`config.mk`:
```
export PLATFORM = sky130hd
export DESIGN_NAME = spi_flash_writer
export DESIGN_NICKNAME = d
export VERILOG_FILES = /design/src/rtl/spi_flash_writer_pkg.sv /design/src/rtl/spi_byte_shifter.sv /design/src/rtl/spi_flash_writer.sv
export SDC_FILE = /design/constraint.sdc
export NUM_CORES = 1
export LEC_CHECK = 0
export ABC_AREA = 1
export ABC_CLOCK_PERIOD_IN_PS = 4800
export BUFFER_PORTS_ARGS = -buffer_cell sky130_fd_sc_hd__buf_4
export CAP_MARGIN = 20
export CORE_MARGIN = 2
export CORE_UTILIZATION = 55
export CTS_BUF_LIST = sky130_fd_sc_hd__clkbuf_8
export CTS_CLUSTER_SIZE = 25
export DETAILED_ROUTE_END_ITERATION = 7
export GPL_ROUTABILITY_DRIVEN = 1
export PLACE_DENSITY = 0.83
export SLEW_MARGIN = 10
export SYNTH_ARGS = -nofsm -noshare
export SYNTH_HDL_FRONTEND = slang
export SYNTH_SLANG_ARGS = --single-unit
```
`constraint.sdc`:
```
create_clock -name clk -period 4.8 [get_ports clk]
set_input_delay 0 -clock clk [delete_from_list [all_inputs] [get_ports clk]]
set_output_delay 0 -clock clk [all_outputs]
set_load 0.005 [all_outputs]
```
`src/rtl/spi_flash_writer_pkg.sv`:
```
// Shared definitions for the SPI flash writer: flash opcodes, page size and control state encoding.
package spi_flash_writer_pkg;

    localparam logic [7:0] OP_WREN = 8'h06;
    localparam logic [7:0] OP_PP   = 8'h02;
    localparam logic [7:0] OP_SE   = 8'h20;
    localparam logic [7:0] OP_RDSR = 8'h05;

    localparam logic [9:0] PAGE_SIZE = 10'd256;

    typedef enum logic [2:0] {
        ST_IDLE,
        ST_WREN,
        ST_GAP1,
        ST_CMD,
        ST_DATA,
        ST_GAP2,
        ST_POLL,
        ST_DONE
    } state_t;

endpackage

```
`src/rtl/spi_byte_shifter.sv`:
```
// Mode-0 SPI byte engine: clock divider plus one 8-bit full-duplex shifter, MSB first.
module spi_byte_shifter #(
    parameter int CLK_DIV = 2
) (
    input  logic       clk,
    input  logic       rstn,
    input  logic       start,
    input  logic [7:0] tx_byte,
    input  logic       miso,
    output logic       sclk,
    output logic       mosi,
    output logic       busy,
    output logic       done,
    output logic [7:0] rx_byte
);

    logic       active;
    logic       sclk_q;
    logic       miso_q;
    logic       done_q;
    logic [7:0] half_cnt;
    logic [5:0] bit_cnt;
    logic [7:0] sh;

    // miso is captured as sclk rises and shifted in on the falling edge, so the
    // shared shifter (and therefore mosi) only moves while sclk is low.
    always_ff @(posedge clk or negedge rstn) begin
        if (!rstn) begin
            active   <= 1'b0;
            sclk_q   <= 1'b0;
            miso_q   <= 1'b0;
            done_q   <= 1'b0;
            half_cnt <= 8'd0;
            bit_cnt  <= 6'd0;
            sh       <= 8'h00;
        end else begin
            done_q <= 1'b0;
            if (!active) begin
                if (start) begin
                    active   <= 1'b1;
                    sh       <= tx_byte;
                    half_cnt <= 8'd0;
                    bit_cnt  <= 6'd0;
                end
            end else if (half_cnt == 8'(CLK_DIV - 1)) begin
                half_cnt <= 8'd0;
                if (!sclk_q) begin
                    sclk_q <= 1'b1;
                    miso_q <= miso;
                end else begin
                    sclk_q  <= 1'b0;
                    sh      <= {sh[6:0], miso_q};
                    bit_cnt <= bit_cnt + 6'd1;
                    if (bit_cnt == 6'd7) begin
                        active <= 1'b0;
                        done_q <= 1'b1;
                    end
                end
            end else begin
                half_cnt <= half_cnt + 8'd1;
            end
        end
    end

    assign sclk    = sclk_q;
    assign mosi    = active & sh[7];
    assign busy    = active;
    assign done    = done_q;
    assign rx_byte = sh;

endmodule

```
`src/rtl/spi_flash_writer.sv`:
```
// SPI flash erase/program engine: WREN, then one sector erase or page program, then RDSR polling until WIP clears.
module spi_flash_writer
    import spi_flash_writer_pkg::*;
#(
    parameter int          CLK_DIV  = 2,
    parameter int          CS_GAP   = 4,
    parameter logic [23:0] POLL_MAX = 24'hFFFFFF
) (
    input  logic        clk,
    input  logic        rstn,
    input  logic        cmd_start,
    input  logic        cmd_erase,
    input  logic [23:0] cmd_addr,
    input  logic [8:0]  cmd_len,
    input  logic [7:0]  wr_data,
    input  logic        wr_valid,
    output logic        wr_ready,
    output logic        busy,
    output logic        done,
    output logic        err,
    output logic [7:0]  status,
    output logic        sclk,
    output logic        cs,
    output logic        mosi,
    input  logic        miso,
    output state_t      dbg_state
);

    state_t      state, state_nx;
    logic [23:0] addr_q;
    logic [8:0]  len_q;
    logic        erase_q;
    logic [8:0]  byte_cnt;
    logic [7:0]  gap_cnt;
    logic [23:0] poll_cnt;
    logic [7:0]  status_q;
    logic        err_q;

    logic        sh_start, sh_busy, sh_done;
    logic [7:0]  sh_tx, sh_rx;
    logic        cmd_ok, byte_idle, gap_end, last_data, stat_byte, poll_ready, poll_timeout;

    spi_byte_shifter #(.CLK_DIV(CLK_DIV)) u_shifter (
        .clk     (clk),
        .rstn    (rstn),
        .start   (sh_start),
        .tx_byte (sh_tx),
        .miso    (miso),
        .sclk    (sclk),
        .mosi    (mosi),
        .busy    (sh_busy),
        .done    (sh_done),
        .rx_byte (sh_rx)
    );

    // A program must stay inside one 256-byte page; erase ignores length.
    assign cmd_ok = cmd_erase ||
                    ((cmd_len != 9'd0) && ({1'b0, cmd_len} <= PAGE_SIZE) &&
                     (({2'b00, cmd_addr[7:0]} + {1'b0, cmd_len}) <= PAGE_SIZE));

    assign byte_idle    = !sh_busy && !sh_done;
    assign gap_end      = (gap_cnt == 8'(CS_GAP - 1));
    assign last_data    = ((byte_cnt + 9'd1) == len_q);
    assign stat_byte    = (state == ST_POLL) && sh_done && (byte_cnt != 9'd0);
    assign poll_ready   = stat_byte && !sh_rx[0];
    assign poll_timeout = stat_byte && sh_rx[0] && (poll_cnt >= (POLL_MAX - 24'd1));

    always_ff @(posedge clk or negedge rstn) begin
        if (!rstn) state <= ST_IDLE;
        else       state <= state_nx;
    end

    always_comb begin
        state_nx = state;
        case (state)
            ST_IDLE: if (cmd_start && cmd_ok) state_nx = ST_WREN;
            ST_WREN: if (sh_done) state_nx = ST_GAP1;
            ST_GAP1: if (gap_end) state_nx = ST_CMD;
            ST_CMD:  if (sh_done && byte_cnt == 9'd3) state_nx = erase_q ? ST_GAP2 : ST_DATA;
            ST_DATA: if (sh_done && last_data) state_nx = ST_GAP2;
            ST_GAP2: if (gap_end) state_nx = ST_POLL;
            ST_POLL: begin
                if (poll_ready)        state_nx = ST_DONE;
                else if (poll_timeout) state_nx = ST_IDLE;
            end
            ST_DONE: state_nx = ST_IDLE;
            default: state_nx = ST_IDLE;
        endcase
    end

    // wr_data is consumed on a clock where wr_valid && wr_ready; wr_ready is only
    // offered at a DATA byte boundary with the shifter idle, so holding wr_valid low
    // just parks the bus with sclk low and cs asserted.
    always_comb begin
        cs       = 1'b1;
        busy     = 1'b1;
        done     = 1'b0;
        wr_ready = 1'b0;
        sh_start = 1'b0;
        sh_tx    = 8'h00;
        case (state)
            ST_IDLE: busy = 1'b0;
            ST_WREN: begin
                cs       = 1'b0;
                sh_tx    = OP_WREN;
                sh_start = byte_idle && (byte_cnt == 9'd0);
            end
            ST_CMD: begin
                cs       = 1'b0;
                sh_start = byte_idle && (byte_cnt < 9'd4);
                case (byte_cnt[1:0])
                    2'd0:    sh_tx = erase_q ? OP_SE : OP_PP;
                    2'd1:    sh_tx = addr_q[23:16];
                    2'd2:    sh_tx = addr_q[15:8];
                    default: sh_tx = addr_q[7:0];
                endcase
            end
            ST_DATA: begin
                cs       = 1'b0;
                wr_ready = byte_idle && (byte_cnt < len_q);
                sh_tx    = wr_data;
                sh_start = wr_ready && wr_valid;
            end
            ST_POLL: begin
                cs       = 1'b0;
                sh_tx    = (byte_cnt == 9'd0) ? OP_RDSR : 8'h00;
                sh_start = byte_idle;
            end
            ST_DONE: begin
                busy = 1'b0;
                done = 1'b1;
            end
            default: ;
        endcase
    end

    always_ff @(posedge clk or negedge rstn) begin
        if (!rstn) begin
            addr_q   <= 24'd0;
            len_q    <= 9'd0;
            erase_q  <= 1'b0;
            byte_cnt <= 9'd0;
            gap_cnt  <= 8'd0;
            poll_cnt <= 24'd0;
            status_q <= 8'h00;
            err_q    <= 1'b0;
        end else begin
            err_q <= 1'b0;
            if (state_nx != state) begin
                byte_cnt <= 9'd0;
                gap_cnt  <= 8'd0;
                poll_cnt <= 24'd0;
            end else begin
                if (sh_done) byte_cnt <= (state == ST_POLL) ? 9'd1 : byte_cnt + 9'd1;
                if (state == ST_GAP1 || state == ST_GAP2) gap_cnt <= gap_cnt + 8'd1;
                if (stat_byte) poll_cnt <= poll_cnt + 24'd1;
            end
            if (stat_byte) status_q <= sh_rx;
            if (poll_timeout) err_q <= 1'b1;
            if (state == ST_IDLE && cmd_start) begin
                if (cmd_ok) begin
                    addr_q  <= cmd_erase ? {cmd_addr[23:12], 12'h000} : cmd_addr;
                    len_q   <= cmd_len;
                    erase_q <= cmd_erase;
                end else begin
                    err_q <= 1'b1;
                end
            end
        end
    end

    assign status    = status_q;
    assign err       = err_q;
    assign dbg_state = state;

endmodule

```
==> results.tsv, run 1 <==
metric	value	unit
status	completed	
cp_common_cell	nand2_1	
clockBufferDepth	2	
hold_class	primary input to flip-flop	
coreArea	12700	µm²
synthesis.nets	963	
finalCritPeriodShare	66.7	%
cp-end-kind	flip-flop	
synth_cell_types	48	
final_cells	1171	
clk_pin_slew	0.07	ns
num-fill-cells	1003	
max_freq	313	MHz
grt_max_degree	68	
path_cells	dlygate4sd3_1 -> buf_4 -> ha_1 -> fa_1 -> or2_2 -> nor2_1 -> nand3_1 -> nor2_1 -> nand3_1 -> nand2_1 -> nand2_1 -> nand2_2 -> nand2_4 -> inv_1 -> nand2_1 -> o21ai_0	
portBuffers	64	
cts-htree-levels	4	
synth_seq_area_share	39.5	%
wl_per_cell	14.7	µm
cp.required	5.15	ns
dieArea	13900	µm²
vias_per_cell	5.33	
postRouteAntennaNets	0	
drive_gt1_share	17.0	%
power	2.03	mW
cts_inserted_buffers	17	
finalHoldViolations	0	
path_class	primary input to flip-flop	
placed_area	7670	µm²
drc	0	
ctsResizeCount	0	
dieHeight	118	µm
slew_viol_final	0	
worst-endpoint-arrival	3.55	ns
postCtsSetupRepairBufs	0	
syn-mean-instance-area	8.07	µm²
fin_ws	1.60	ns
multi_input_area	3660	µm²
drtIter0Drc	417	
grt_overflow	0	
cp_top_family	buffers and inverters	
n_antenna_cell	0	
pwr_density_cell	239	nW/µm²
cts_hold_buf	40	
skew	0.0147	ns
rsz0062_at_grt	no	
antenna_found_initial	0	
seq_area	2830	µm²
grt_pass1_vias	6153	
grt_util_all_layers	25.9	%
place_ws	1.81	ns
setup_violations	0	
fp.dieW	118	µm
start_util	56.5	%
syn_area	7160	µm²
clkLatencyLatePin	0.46	ns
crit_fanout	39	
final_common_cell	nand2_1	
final_cell_mix	nand2_1 (220), inv_1 (125), dfrtp_1 (113)	
routed_wl	17.2	mm
ys_ff_latch	113	
cts_root_buf	clkbuf_8	
ys.flop_type	dfrtp_1	
finalSetupTns	0	ns
crit_slowest_cell	inv_1	
clock_sinks	113	
syn_inst	887	
dr.pass1.iters	5	
dp_hpwl	11.6	mm
placedCellCount	1100	
cp_num_buf_inv	3	
synth_enable_flop_cells	0	
yosys_warnings	0	
grt_pass1_wl	28.8	mm
finalInstanceArea	8480	µm²
max_slew_margin	43.7	%
num_io_pins	65	
gp_congestion	0.925	
slowest_delay	0.68	ns
cts_tree	done	
start_kind	primary input	
ir_drop	0.210	mV
p_leak	4.07	nW
period_needed	3.20	ns
cap_viol_max_count	0	
synthArstFlopShare	100	%
fin_nets	1063	
worst_pin_slew	0.844	ns
rows	41	
vias	6239	
areaGrowthSynthToFinish	18.5	%
==> per-layer routing <==
| metal | share of wire (%) | track usage (%) |
|---|---|---|
| met5 | 0 | 0 |
| met4 | 3.3 | 11.9 |
| met3 | 6.7 | 7.51 |
| met2 | 47 | 41.3 |
| met1 | 43 | 32.6 |
==> worst paths after layout <==
path | slack [ns] | endpoint | cells after the start | start
max | 1.60 | addr_q[23] | 16 | cmd_addr[0]
min | 0.04 | u_shifter.rx_byte[2] | 4 | wr_data[2]
max reg2reg | 1.87 | gap_cnt[2] | 14 | byte_cnt[0]
min reg2reg | 0.48 | addr_q[13] | 2 | addr_q[13]
max in group asynchronous | 3.46 | status[3] | 3 | rstn
min in group asynchronous | 0.21 | len_q[4] | 2 | rstn
==> cells in the mapped netlist (3+ instances only) <==
cell type	n	area, µm²
nand2_1	220	826
inv_1	122	458
dfrtp_1	113	2830
o21ai_0	63	315
nor2_1	56	210
nand3_1	43	215
nor2_4	41	462
xor2_1	32	280
ha_1	28	350
a21oi_1	21	105
nand4_1	21	131
nor3_1	15	75.1
o22ai_1	11	68.8
buf_2	9	45.0
a22oi_1	8	60.1
clkbuf_1	8	30.0
nor2_2	7	43.8
xnor2_1	6	52.6
inv_2	5	18.8
nand2_2	5	31.3
nand2_4	5	56.3
or2_2	5	31.3
buf_12	4	80.1
nor4_1	4	25.0
o21a_1	4	30.0
a221oi_1	3	26.3
nor3_2	3	30.0
==> state kept, by name, summed over array words and instances, names as in the netlist <==
signal,cells
dbg_state,3
err,1
gap_cnt,8
u_shifter.busy,1
poll_cnt,24
u_shifter.miso_q,1
u_shifter.bit_cnt,6
u_shifter.half_cnt,8
u_shifter.done,1
u_shifter.sclk,1
erase_q,1
u_shifter.rx_byte,8
addr_q,24
status,8
len_q,9
byte_cnt,9
==> stage by stage <==
step	utilization (%)	hold WS (ns)
after global placement	60.6	0.163
after global routing	66.9	0.0422
after detailed placement	60.6	0.166
final	66.9	0.0403
after CTS	66.9	0.00717
after floorplan	-	-0.296
==> worst register-to-register path, stage by stage (launching register included) <==
cell and delay (ns):
dfrtp_1 0.44, ha_1 0.48, nand4_1 0.27, inv_1 0.17, nand3_1 0.09, nand2_1 0.09
nand2_1 0.09, nand2_1 0.06, nand4_1 0.11, nor2_1 0.15, nor2_2 0.06, nand2_4 0.08
nand2_4 0.07, nand2_8 0.49, nor2_1 0.14
==> power breakdown <==
part           internal (mW)  switching [mW]
Combinational         0.0689          0.0771
Clock                  0.531           0.395
Sequential             0.954         0.00106
Total                   1.55           0.473
==> logic make-up after synthesis <==
kind of cell	after synthesis	share of synthesized area, %
mux	1	0.140
fa+ha+maj	29	5.18
buf+inv	152	9.35
xor+xnor	39	4.97
compound gates	121	9.69
flops	113	39.5
simple gates	432	31.2
==> final cells by class <==
| type | count | share of cell area (%) |
|---|---|---|
| timing repair buffer | 105 | 10.5 |
| multi-input combinational | 622 | 43.2 |
| inverter | 128 | 5.70 |
| clock buffer | 19 | 3.08 |
| tap | 172 | 2.54 |
| sequential | 113 | 33.4 |
| clock inverter | 12 | 1.70 |
Power figures use the tool's default switching activity.
==> run 2, diff against run 1 <==
ABC_CLOCK_PERIOD_IN_PS = 3310   (was 4800)
clock period = 3.31 ns   (was 4.8 ns; I/O delays follow)
==> results.tsv, run 2 (synthesized netlist as in run 1, its figures left out) <==
metric	value	unit	change
ir_drop	0.382	mV	+82%
period_needed	2.89	ns	
switching_share	24.3	%	+0.92 points
power_frac_comb	7.1	%	about the same
setup_violations	0		unchanged
cts_root_buf	clkbuf_8		
postCtsSetupRepairBufs	0		unchanged
postRouteAntennaNets	0		unchanged
max_slew_margin	58.2	%	+14 points
pwr_density_cell	347	nW/µm²	+45%
finalInstanceArea	8540	µm²	+0.72%
finalHoldViolations	0		unchanged
power.internal	2.24	mW	+44%
rsz0062_at_grt	no		
status	completed		
drc	0		unchanged
grt_pass1_wl	29.2	mm	+1.2%
routed_wl	17.3	mm	+0.36%
worst_hold_slack	0.0378	ns	-0.00251 ns
rows	41		unchanged
seq_area	2830	µm²	unchanged
dieHeight	118	µm	unchanged
top_regs	addr_q (24), poll_cnt (24)		
multi_input_area	3660	µm²	unchanged
grt_max_degree	50		-26%
p_leak	4.09	nW	+0.51%
final_common_cell	nand2_1		
cap_viol_max_count	0		unchanged
drive_gt1_share	17.9	%	+0.89 points
coreArea	12700	µm²	unchanged
portBuffers	64		unchanged
drtIter0Drc	392		-6.0%
cts-htree-levels	4		unchanged
crit_fanout	24		-38%
dieArea	13900	µm²	unchanged
placed_area	7740	µm²	+0.85%
start_util	56.5	%	unchanged
skew	0.0117	ns	-0.00295 ns
cts_inserted_buffers	17		unchanged
clk_pin_slew	0.07	ns	about the same
fin_ws	0.423	ns	-1.18 ns
areaGrowthSynthToFinish	19.3	%	
grt_overflow	0		unchanged
grt_util_all_layers	26.0	%	+0.078 points
vias_per_cell	5.32		-0.21%
cts_hold_buf	39		-2.5%
num-fill-cells	1003		unchanged
antenna_found_initial	1		+1
place_ws	0.481	ns	-1.33 ns
vias	6263		+0.38%
dr.pass1.iters	6		+1
start_kind	flip-flop		
slew_viol_final	0		unchanged
power_frac_seq	46.8	%	-0.3 points
grt_pass1_vias	6246		+1.5%
worst-endpoint-arrival	3.22	ns	-0.33 ns
fin_nets	1069		+0.56%
clkLatencyLatePin	0.45	ns	about the same
cp.required	3.64	ns	-1.51 ns
cp-end-kind	flip-flop		
dp_hpwl	12.0	mm	+3.4%
pwr-share-clk	46.1	%	+0.4 points
path_class	flip-flop to flip-flop		
ctsResizeCount	0		unchanged
cts_tree	done		
num_io_pins	65		unchanged
p_sw	0.718	mW	+52%
worst_pin_slew	0.628	ns	-0.217 ns
fp.dieW	118	µm	unchanged
wl_per_cell	14.7	µm	-0.24%
finalSetupTns	0	ns	unchanged
hold_class	primary input to flip-flop		
max_freq	346	MHz	
finalCritPeriodShare	87.2	%	
clock_sinks	113		unchanged
final_cell_mix	nand2_1 (220), inv_1 (122), dfrtp_1 (113)		
clockBufferDepth	2		unchanged
gp_congestion	0.961		+3.9%
-- run 2: cell count changes in the layout (fill, tap and decap cells not counted), sizes merged --
cell | previous run | this run
buf | 65 | 72
clkbuf | 19 | 18
dlygate4sd3 | 40 | 39
inv | 131 | 130
clkinvlp | 2 | 4
diode | 0 | 1
-- run 2: area by class of cell --
type	instances	area share, %
multi-input cells	622	42.8
flip-flops and latches	113	33.1
repair buffers	111	11.0
inverters	128	5.66
clock buffers	18	2.90
well taps	172	2.52
clock inverters	13	1.89
diodes	1	0.0293
-- run 2: worst max-delay path, stage by stage, from the launching register on --
cell and delay, ns:
dfrtp_1 0.44, ha_1 0.49, inv_1 0.21, nor3_1 0.19, nand4_1 0.15, nand3_1 0.12, nor3b_1 0.29, nand3_1 0.11
nand2_1 0.08, inv_2 0.06, nand2_8 0.31, buf_4 0.26, nor2_4 0.04
-- run 2: power by group through the flow --
| stage | clock network [mW] | logic [mW] | registers, mW |
|---|---|---|---|
| after global placement | 0 | 0.164 | 1.41 |
| after floorplan | 0 | 0.0719 | 1.41 |
| after detailed placement | 0 | 0.167 | 1.41 |
| after global routing | 1.45 | 0.233 | 1.38 |
| final | 1.36 | 0.211 | 1.38 |
| after CTS | 1.38 | 0.203 | 1.38 |
-- run 2: per-stage QoR --
step                utilization, %  instances  power [mW]
floorplan                        -        887        1.48
global placement              61.1       1107        1.57
detailed placement            61.1       1107        1.58
CTS                           67.4       1177        2.97
global route                  67.4       1178        3.06
finish                        67.4       1178        2.96
-- run 2: layer usage --
layer  track usage [%]  wire, µm
met5                 0         0
met4              10.5       586
met3              6.88       973
met2              42.4      8240
met1              32.8      7470
-- run 2: final timing paths --
| path | end | cells after the start | slack, ns | startpoint |
|---|---|---|---|---|
| max in group asynchronous | u_shifter.half_cnt[3] | 3 | 2.31 | rstn |
| setup reg to reg | gap_cnt[7] | 12 | 0.42 | byte_cnt[0] |
| hold / removal | u_shifter.rx_byte[4] | 5 | 0.04 | wr_data[4] |
| hold reg to reg | addr_q[13] | 2 | 0.48 | addr_q[13] |
| setup / recovery | gap_cnt[7] | 12 | 0.42 | byte_cnt[0] |
| min in group asynchronous | dbg_state[1] | 2 | 0.11 | rstn |
==> run 3, diff against run 2 <==
HOLD_SLACK_MARGIN = 0.15   (was default)
==> results.tsv, run 3 (synthesized netlist as in run 1, its figures left out) <==
metric	value	unit	change
grt_pass1_vias	6570		+5.2%
postRouteAntennaNets	0		unchanged
crit_fanout	38		+58%
power_frac_comb	7.9	%	+0.8 points
clkLatencyLatePin	0.46	ns	about the same
p_leak	4.17	nW	+2.0%
final_common_cell	nand2_1		
hold_start	cmd_addr[14]		
finalHoldViolations	0		unchanged
setup_violations	0		unchanged
dieHeight	118	µm	unchanged
start_kind	primary input		
cp_num_buf_inv	6		+3
worst_hold_slack	0.293	ns	+0.256 ns
hold_class	primary input to flip-flop		
status	completed		
power.internal	2.26	mW	+0.64%
vias	6470		+3.3%
min_to	addr_q[14]		
place_ws	0.481	ns	unchanged
dp_hpwl	12.0	mm	unchanged
num-fill-cells	952		-5.1%
rows	41		unchanged
start_util	56.5	%	unchanged
fin_ws	0.0889	ns	-0.334 ns
rr_worst_depth	12		unchanged
clk_pin_slew	0.07	ns	about the same
grt_util_all_layers	27.6	%	+1.6 points
pwr_density_cell	340	nW/µm²	-1.9%
slowest_delay	0.58	ns	+0.09 ns
rsz0062_at_grt	no		
max_freq	310	MHz	-10%
switching_share	24.5	%	+0.20 points
p_sw	0.731	mW	+1.7%
top_regs	addr_q (24), poll_cnt (24)		
ir_drop	0.392	mV	+2.7%
rrSetupSlack	0.43	ns	about the same
path_cells	dlygate4sd3_1 -> buf_4 -> ha_2 -> fa_1 -> or2_2 -> nor2_1 -> nand3_1 -> nor2_2 -> nand3_1 -> nand2_1 -> nand2_1 -> nand2_2 -> nand2_4 -> buf_12 -> inv_4 -> buf_8 -> nand3_1 -> dlygate4sd3_1 -> o21ai_0		
cts_inserted_buffers	17		unchanged
cts-htree-levels	4		unchanged
areaGrowthSynthToFinish	22.8	%	
cts_root_buf	clkbuf_8		
n_antenna_cell	0		-1
period_needed	3.22	ns	+0.334 ns
cp_top_family	buffers and inverters		
grt_overflow	0		unchanged
clock_sinks	113		unchanged
cp.required	3.68	ns	+0.04 ns
routed_wl	18.5	mm	+7.0%
cap_viol_max_count	0		unchanged
clockBufferDepth	2		unchanged
fin_nets	1089		+1.9%
drc	0		unchanged
pwr-share-clk	45.7	%	-0.4 points
worst_pin_slew	0.541	ns	-0.0864 ns
fp.dieW	118	µm	unchanged
slew_viol_final	0		unchanged
worstReg2RegStart	byte_cnt[0]		
max_slew_margin	63.9	%	+5.7 points
worst-endpoint-arrival	3.59	ns	+0.37 ns
portBuffers	64		unchanged
wl_per_cell	15.4	µm	+5.3%
cp_common_cell	nand3_1		
crit_slowest_cell	dlygate4sd3_1		
final_cell_mix	nand2_1 (220), inv_1 (121), dfrtp_1 (113)		
drtIter0Drc	399		+1.8%
path_class	primary input to flip-flop		
grt_max_degree	48		-4.0%
grt_pass1_wl	30.8	mm	+5.7%
drive_gt1_share	18.1	%	+0.24 points
vias_per_cell	5.41		+1.7%
finalCritPeriodShare	97.3	%	+10 points
cts_tree	done		
cp-end-kind	flip-flop		
dieArea	13900	µm²	unchanged
r2r-end	gap_cnt[7]		
hold_depth	4		-1
dr.pass1.iters	6		unchanged
gp_congestion	0.961		unchanged
num_io_pins	65		unchanged
skew	0.0167	ns	+0.00502 ns
coreArea	12700	µm²	unchanged
power_frac_seq	46.3	%	-0.5 points
antenna_found_initial	0		-1
finalSetupTns	0	ns	unchanged
[run 3: layout make-up]
type                    count  area (µm²)  area share (%)
clock buffers              18         248            2.82
clock inverters            13         161            1.84
inverters                 128         485            5.53
multi-input cells         622        3660            41.7
flip-flops and latches    113        2830            32.2
well taps                 172         215            2.45
repair buffers            131        1180            13.5
[run 3: how the worst max path moves through the flow]
stage | cells after the start | end | slack (ns) | startpoint
CTS | 19 | addr_q[0] | 0.06 | cmd_addr[0]
global route | 19 | addr_q[4] | 0.02 | cmd_addr[0]
global placement | 16 | poll_cnt[13] | 0.63 | byte_cnt[0]
floorplan | 17 | poll_cnt[12] | 1.17 | cmd_addr[0]
finish | 19 | addr_q[2] | 0.09 | cmd_len[0]
detailed placement | 12 | poll_cnt[11] | 0.48 | byte_cnt[0]
[run 3: metal layers]
| metal | wire (µm) | vias to the layer above | GRT usage, % |
|---|---|---|---|
| met5 | 0 | - | 0 |
| li1 | - | 3098 | - |
| met3 | 1080 | 74 | 7.51 |
| met1 | 7670 | 3028 | 33.5 |
| met4 | 700 | 0 | 12.2 |
| met2 | 9020 | 270 | 45.9 |
[run 3: worst reg2reg max path: cells and delay by family, from the launching register on]
family	cells	cell delay (ns)
fa+ha+maj	1	0.49
flops	1	0.43
buf+inv	3	0.55
simple gates	8	1.29
[run 3: what timing repair did]
action,CTS,global route
endpoints found under the setup margin,0,7
gates resized for setup,0,12
hold buffers,60,0
endpoints found under the hold margin,93,0
buffers inserted,0,2
[run 3: power by group through the flow]
| stage | registers, mW | clock network (mW) | logic, mW |
|---|---|---|---|
| floorplan | 1.41 | 0 | 0.0719 |
| global placement | 1.41 | 0 | 0.164 |
| detailed placement | 1.41 | 0 | 0.167 |
| CTS | 1.38 | 1.38 | 0.220 |
| global route | 1.38 | 1.45 | 0.256 |
| finish | 1.38 | 1.37 | 0.237 |
[run 3: stage by stage]
| step | total power [mW] | area (µm²) | utilization [%] | instances |
|---|---|---|---|---|
| after floorplan | 1.48 | 7160 | - | 887 |
| after global placement | 1.57 | 7740 | 61.1 | 1107 |
| after detailed placement | 1.58 | 7740 | 61.1 | 1107 |
| after CTS | 2.99 | 8760 | 69.2 | 1198 |
| after global routing | 3.09 | 8780 | 69.3 | 1197 |
| final | 2.99 | 8780 | 69.3 | 1197 |
